**src/rtl/bra_history_tracker_if.sv**
```systemverilog
// Decode/commit/predictor-update signal bundle for the branch history tracker.
interface bra_history_tracker_if #(
  parameter int unsigned HIST_W = 2,
  parameter int unsigned ADDR_W = 3,
  parameter int unsigned DEPTH  = 8
);
  localparam int unsigned CNT_W = $clog2(DEPTH) + 1;

  logic              dec_valid;
  logic [ADDR_W-1:0] dec_addr;
  logic              dec_prediction;
  logic [HIST_W-1:0] dec_pattern;
  logic              dec_ready;
  logic              rob_commit;
  logic              rob_taken;
  logic              rob_mispredict;
  logic              brp_update;
  logic [HIST_W-1:0] brp_pattern;
  logic [ADDR_W-1:0] brp_addr;
  logic              brp_outcome;
  logic [CNT_W-1:0]  inflight_cnt;

  // Driver side (decoder + ROB + predictor model).
  modport master (
    output dec_valid, dec_addr, dec_prediction, rob_commit, rob_taken, rob_mispredict,
    input  dec_pattern, dec_ready, brp_update, brp_pattern, brp_addr, brp_outcome,
           inflight_cnt
  );

  // Tracker side.
  modport slave (
    input  dec_valid, dec_addr, dec_prediction, rob_commit, rob_taken, rob_mispredict,
    output dec_pattern, dec_ready, brp_update, brp_pattern, brp_addr, brp_outcome,
           inflight_cnt
  );
endinterface

```
**src/rtl/bra_history_tracker.sv**
```systemverilog
// Global branch history tracker: speculative history for lookup, a FIFO of
// {pattern, addr} per in-flight branch, replay at commit, repair on mispredict.
module bra_history_tracker #(
  parameter int unsigned HIST_W = 2,
  parameter int unsigned ADDR_W = 3,
  parameter int unsigned DEPTH  = 8
) (
  input logic                 clk,
  input logic                 rst,
  bra_history_tracker_if.slave bus
);
  localparam int unsigned PTR_W = $clog2(DEPTH);
  localparam int unsigned CNT_W = PTR_W + 1;
  localparam int unsigned ENT_W = HIST_W + ADDR_W;

  logic [HIST_W-1:0] spec_hist_q, spec_hist_d;
  logic [HIST_W-1:0] commit_hist_q, commit_hist_d;
  logic [PTR_W-1:0]  head_q, head_d, tail_q, tail_d;
  logic [CNT_W-1:0]  cnt_q, cnt_d;
  logic [ENT_W-1:0]  mem_q [DEPTH];

  logic              brp_update_q, brp_update_d;
  logic [HIST_W-1:0] brp_pattern_q, brp_pattern_d;
  logic [ADDR_W-1:0] brp_addr_q, brp_addr_d;
  logic              brp_outcome_q, brp_outcome_d;

  logic not_full, push_ok, pop_ok, flush, push_do;

  // Shift a new outcome bit into the low end of a history register.
  function automatic logic [HIST_W-1:0] hist_shift(input logic [HIST_W-1:0] h, input logic b);
    logic [HIST_W:0] cat;
    cat = {h, b};
    return cat[HIST_W-1:0];
  endfunction

  // Handshake qualification; a mispredict flush kills a same-cycle push.
  always_comb begin
    not_full = (cnt_q != CNT_W'(DEPTH));
    push_ok  = bus.dec_valid && not_full;
    pop_ok   = bus.rob_commit && (cnt_q != '0);
    flush    = pop_ok && bus.rob_mispredict;
    push_do  = push_ok && !flush;
  end

  // Next-state for pointers, count, histories and the predictor update register.
  always_comb begin
    commit_hist_d = pop_ok ? hist_shift(commit_hist_q, bus.rob_taken) : commit_hist_q;
    tail_d        = push_do ? tail_q + PTR_W'(1) : tail_q;
    head_d        = head_q;
    cnt_d         = cnt_q + CNT_W'(push_do) - CNT_W'(pop_ok);
    spec_hist_d   = push_do ? hist_shift(spec_hist_q, bus.dec_prediction) : spec_hist_q;
    if (pop_ok) head_d = head_q + PTR_W'(1);
    if (flush) begin
      head_d      = tail_q;
      cnt_d       = '0;
      spec_hist_d = hist_shift(commit_hist_q, bus.rob_taken);
    end
    brp_update_d  = pop_ok;
    brp_pattern_d = brp_pattern_q;
    brp_addr_d    = brp_addr_q;
    brp_outcome_d = brp_outcome_q;
    if (pop_ok) begin
      {brp_pattern_d, brp_addr_d} = mem_q[head_q];
      brp_outcome_d               = bus.rob_taken;
    end
  end

  // Control state with asynchronous active-low reset.
  always_ff @(posedge clk or negedge rst) begin
    if (!rst) begin
      spec_hist_q   <= '0;
      commit_hist_q <= '0;
      head_q        <= '0;
      tail_q        <= '0;
      cnt_q         <= '0;
      brp_update_q  <= 1'b0;
      brp_pattern_q <= '0;
      brp_addr_q    <= '0;
      brp_outcome_q <= 1'b0;
    end else begin
      spec_hist_q   <= spec_hist_d;
      commit_hist_q <= commit_hist_d;
      head_q        <= head_d;
      tail_q        <= tail_d;
      cnt_q         <= cnt_d;
      brp_update_q  <= brp_update_d;
      brp_pattern_q <= brp_pattern_d;
      brp_addr_q    <= brp_addr_d;
      brp_outcome_q <= brp_outcome_d;
    end
  end

  // Entry storage; contents are don't-care until written, so no reset.
  always_ff @(posedge clk) begin
    if (push_do) mem_q[tail_q] <= {spec_hist_q, bus.dec_addr};
  end

  // Output drive.
  always_comb begin
    bus.dec_pattern  = spec_hist_q;
    bus.dec_ready    = not_full;
    bus.brp_update   = brp_update_q;
    bus.brp_pattern  = brp_pattern_q;
    bus.brp_addr     = brp_addr_q;
    bus.brp_outcome  = brp_outcome_q;
    bus.inflight_cnt = cnt_q;
  end
endmodule
```
**src/flat_wrapper.sv**
```systemverilog
// flat-port wrapper written by rule: the top's interface ports become plain ports
module bra_history_tracker_flat 
#(
  parameter int unsigned HIST_W = 2,
  parameter int unsigned ADDR_W = 3,
  parameter int unsigned DEPTH  = 8
)
  (clk, rst, bus_dec_valid, bus_dec_addr, bus_dec_prediction, bus_rob_commit, bus_rob_taken, bus_rob_mispredict, bus_dec_pattern, bus_dec_ready, bus_brp_update, bus_brp_pattern, bus_brp_addr, bus_brp_outcome, bus_inflight_cnt);
  bra_history_tracker_if #(.HIST_W(HIST_W), .ADDR_W(ADDR_W), .DEPTH(DEPTH)) bus_i ();
  input logic clk;
  input logic rst;
  input wire logic [$bits(bus_i.dec_valid)-1:0] bus_dec_valid;
  input wire logic [$bits(bus_i.dec_addr)-1:0] bus_dec_addr;
  input wire logic [$bits(bus_i.dec_prediction)-1:0] bus_dec_prediction;
  input wire logic [$bits(bus_i.rob_commit)-1:0] bus_rob_commit;
  input wire logic [$bits(bus_i.rob_taken)-1:0] bus_rob_taken;
  input wire logic [$bits(bus_i.rob_mispredict)-1:0] bus_rob_mispredict;
  output wire logic [$bits(bus_i.dec_pattern)-1:0] bus_dec_pattern;
  output wire logic [$bits(bus_i.dec_ready)-1:0] bus_dec_ready;
  output wire logic [$bits(bus_i.brp_update)-1:0] bus_brp_update;
  output wire logic [$bits(bus_i.brp_pattern)-1:0] bus_brp_pattern;
  output wire logic [$bits(bus_i.brp_addr)-1:0] bus_brp_addr;
  output wire logic [$bits(bus_i.brp_outcome)-1:0] bus_brp_outcome;
  output wire logic [$bits(bus_i.inflight_cnt)-1:0] bus_inflight_cnt;
  assign bus_i.dec_valid = bus_dec_valid;
  assign bus_i.dec_addr = bus_dec_addr;
  assign bus_i.dec_prediction = bus_dec_prediction;
  assign bus_i.rob_commit = bus_rob_commit;
  assign bus_i.rob_taken = bus_rob_taken;
  assign bus_i.rob_mispredict = bus_rob_mispredict;
  assign bus_dec_pattern = bus_i.dec_pattern;
  assign bus_dec_ready = bus_i.dec_ready;
  assign bus_brp_update = bus_i.brp_update;
  assign bus_brp_pattern = bus_i.brp_pattern;
  assign bus_brp_addr = bus_i.brp_addr;
  assign bus_brp_outcome = bus_i.brp_outcome;
  assign bus_inflight_cnt = bus_i.inflight_cnt;
  bra_history_tracker #(.HIST_W(HIST_W), .ADDR_W(ADDR_W), .DEPTH(DEPTH)) u_core (.clk(clk), .rst(rst), .bus(bus_i));
endmodule
```
**config.mk**
```make
export PLATFORM = sky130hd
export DESIGN_NAME = bra_history_tracker_flat
export DESIGN_NICKNAME = d
export VERILOG_FILES = /design/src/rtl/bra_history_tracker_if.sv /design/src/rtl/bra_history_tracker.sv /design/src/flat_wrapper.sv
export SDC_FILE = /design/constraint.sdc
export NUM_CORES = 1
export LEC_CHECK = 0
export ABC_AREA = 1
export BUFFER_PORTS_ARGS = -buffer_cell sky130_fd_sc_hd__buf_2
export CAP_MARGIN = 20
export CORE_MARGIN = 3
export CORE_UTILIZATION = 51
export CTS_BUF_LIST = sky130_fd_sc_hd__clkbuf_4
export CTS_CLUSTER_DIAMETER = 30
export DETAILED_ROUTE_END_ITERATION = 8
export PLACE_DENSITY = 0.7
export SETUP_SLACK_MARGIN = 0.5
export SLEW_MARGIN = 20
export SYNTH_ARGS = -nofsm -noshare
export SYNTH_HDL_FRONTEND = slang
export SYNTH_SLANG_ARGS = --single-unit
```
**constraint.sdc**
```tcl
create_clock -name clk -period 5.4 [get_ports clk]
set_input_delay 0.27 -clock clk [delete_from_list [all_inputs] [get_ports clk]]
set_output_delay 0.27 -clock clk [all_outputs]
set_load 0.02 [all_outputs]
```
==> flow_metrics.py <==
metrics = {
    "global_routing": {
        "antenna_found_initial": 0,
        "grt_pass1_vias": 1792,
        "use_met3_pct": 5.56,
        "grt-ovfl-total": 0,
        "grt_busiest_layer": "met2",
        "met2_usage_pct": 28.5,
        "grt_start_max_net_pins": 24,
        "grt_usage_pct": 18.1,
        "grtUsageMet1_pct": 23.6,
        "grt_pass1_wl_um": 8460,
    },
    "timing": {
        "hold_viol_final": 0,
        "finalCritPeriodShare_pct": 41.8,
        "rsz0062_at_grt": "false",
        "finalSetupViolCount": 0,
        "max_freq_ghz": 0.443,
        "worst-slew-pin-transition_ps": 789,
        "fin_skew_ps": 14.7,
        "slew_headroom_pct": 47.4,
        "finalMaxSlewViolations": 0,
        "finalCriticalPeriod_ps": 2260,
        "setup_slack_ps": 3140,
        "finalSetupTns_ps": 0,
    },
    "pwr": {
        "p_per_area_nw_per_um2": 538,
        "clockPowerShare_pct": 18.7,
        "ir_worst_vdd_v": 0.000272,
        "switching_share_pct": 41.0,
        "power_mw": 1.64,
        "p_seq_share_pct": 44.4,
        "leakage_nw": 1.44,
        "combPwrFrac_pct": 36.8,
        "p_int_mw": 0.966,
        "p_switching_mw": 0.672,
    },
    "worst_setup_path": {
        "cp-start-kind": "register",
        "endpoint_kind": "register",
        "crit_path_max_fanout": 11,
        "path_class": "register to register",
        "arrival_ps": 2530,
        "r2r-start": "u_core.bus.inflight_cnt[2]$_DFF_PN0_",
        "required_ps": 5680,
        "crit_path_start": "u_core.bus.inflight_cnt[2]$_DFF_PN0_",
    },
    "logic_synthesis": {
        "postSynth.asyncResetShare_pct": 32.2,
        "synth-seq-cells": 59,
        "synth_top_area_cell": "edfxtp_1",
        "synthFlopType": "edfxtp_1",
        "synth_cell_types": 25,
        "syn_inst": 278,
        "yosysMostFrequentCell": "nand2_1",
        "synth_top_area_share_pct": 43.8,
        "synth.avg_cell_area_um2": 9.86,
        "synth_edf_count": 40,
        "synthesis.nets": 296,
        "netlist_area_um2": 2740,
        "synth_warnings": 0,
        "yosysSeqAreaShare_pct": 61.2,
        "yosys-top-cells-area": "edfxtp_1 44%, dfrtp_1 17%, nand2_1 12%",
        "synth_commonest_cells": "84 x nand2_1, 44 x inv_1, 40 x edfxtp_1",
    },
    "placed_design": {
        "portBuffers": 23,
        "preCtsSetupSlack_ps": 3160,
        "dp.cells": 362,
        "gp_congestion": 0.802,
        "hpwl_um": 3540,
    },
    "drt": {
        "vias": 1841,
        "drcViolationCount": 0,
        "drt_wl_total_um": 5060,
        "drt_iter0_markers": 174,
        "postRouteAntennaNets": 0,
        "wire_per_inst_um": 13.3,
        "avgViaCountPerCell": 4.86,
        "dr.pass1.iters": 4,
    },
    "cts": {
        "htree_levels": 3,
        "cts.path.max_buffers": 2,
        "root_buffer": "clkbuf_4",
        "clk_latency_ps": 390,
        "tritoncts": "done",
        "clk_pin_slew_ps": 90,
        "cts-buffers-inserted": 9,
        "post_cts_buffers": 0,
        "cts_sinks": 59,
    },
    "cells_and_area": {
        "final_util_pct": 59.2,
        "fillCellCount": 470,
        "drive_gt1_share_pct": 15.9,
        "area_growth_pct": 11.0,
        "nets": 322,
        "layoutNonFillerInstCount": 379,
        "n_antenna_cell": 0,
    },
    "flow_run": {
        "max_cap_violations": 0,
    },
    "floorplan": {
        "dieHeight_um": 79.3,
        "die_area_um2": 6290,
        "die_w_um": 79.3,
        "pin_count": 24,
        "rows": 26,
        "start_util_pct": 53.3,
        "core_um2": 5140,
    },
    "outcome": {
        "status": "finished clean",
    },
    "worst_hold_path": {
        "hold_path.class": "input port to register",
        "min_from": "bus_rob_taken",
    },
}
## cell usage in the layout, fill, tap and decap left out, drive strengths merged
cell type,synthesis,layout
ha,7,7
o21ai,6,6
clkinvlp,0,2
clkinv,0,2
a21boi,1,1
a21oi,2,2
xnor2,1,1
nand2,89,89
o211ai,1,1
clkbuf,4,11
edfxtp,40,40
fa,1,1
dfrtp,19,19
nor2,14,14
nand3,40,40
and2,1,1
bufinv,0,1
inv,46,46
xor2,1,1
buf,5,23
dlygate4sd3,0,1
## sequential cells by signal, summed over array words and instances, names as in the netlist
register / count
u_core.head_q: 3
u_core.tail_q: 3
u_core.commit_hist_q: 1
u_core.bus.brp_addr: 3
u_core.bus.dec_pattern: 2
u_core.bus.brp_update: 1
u_core.bus.inflight_cnt: 4
u_core.bus.brp_pattern: 2
u_core.mem_q: 40
## worst paths after layout
kind | to | slack, ps | cells after the start
setup / recovery | u_core.bus.inflight_cnt[2]$_DFF_PN0_ | 3140 | 12
hold / removal | u_core.commit_hist_q[0]$_DFFE_PN0P_ | 100 | 3
setup reg to reg | u_core.bus.inflight_cnt[2]$_DFF_PN0_ | 3140 | 12
hold reg to reg | u_core.bus.brp_addr[0]$_DFFE_PN0P_ | 490 | 2
max in group asynchronous | u_core.bus.inflight_cnt[0]$_DFF_PN0_ | 4740 | 2
min in group asynchronous | u_core.head_q[0]$_DFFE_PN0P_ | 350 | 2
## metal layers
layer	wire, µm	part of all wire [%]	vias to the layer above
met3	256	5.1	7
li1	-	-	943
met2	2350	47	42
met1	2380	47	849
met4	67	1.3	0
met5	0	0	-
## critical path: stages, from the launching register on
cell and delay [ps]:
dfrtp_1 380, inv_1 110, ha_1 210, nand2_4 80
nand2_4 110, inv_2 120, nand2_1 140, o21ai_0 120
ha_1 230, fa_1 380, xor2_1 170, nand2_1 70
inv_1 40
## kinds of logic after synthesis
kind of cell | share of synthesized area [%]
xor gates and xnor gates | 0.639
adders and majority gates | 3.93
DFF | 61.2
AOI/OAI and AO/OA | 2.33
buffers and inverters | 8.22
and+or+nand+nor | 23.7
## metrics by stage
step                      hold slack (ps)  instance area (µm²)
after floorplan                     -25.6                 2740
after global placement                236                 2900
after detailed placement              245                 2900
after CTS                            79.5                 3040
after global routing                 97.2                 3040
final                                 104                 3040
## power by group through the flow
| stage | sequential (mW) | combinational (mW) | clock (mW) |
|---|---|---|---|
| floorplan | 0.731 | 0.440 | 0 |
| global placement | 0.737 | 0.594 | 0 |
| detailed placement | 0.740 | 0.605 | 0 |
| CTS | 0.730 | 0.609 | 0.312 |
| global route | 0.744 | 0.692 | 0.333 |
| finish | 0.728 | 0.603 | 0.307 |
## layout make-up
class / instances / area, µm² / share of cell area [%]
Sequential cell: 59 / 1680 / 55.1
Multi-Input combinational cell: 164 / 840 / 27.6
Inverter: 46 / 178 / 5.84
Timing Repair Buffer: 24 / 125 / 4.11
Tap cell: 70 / 87.6 / 2.88
Clock buffer: 11 / 82.6 / 2.71
Clock inverter: 5 / 53.8 / 1.77
## what timing repair did
item                                   CTS  global route
endpoints found under the hold margin   19             0
hold buffers                             1             0
resized for setup                        0             0
Power figures use the tool's default switching activity.
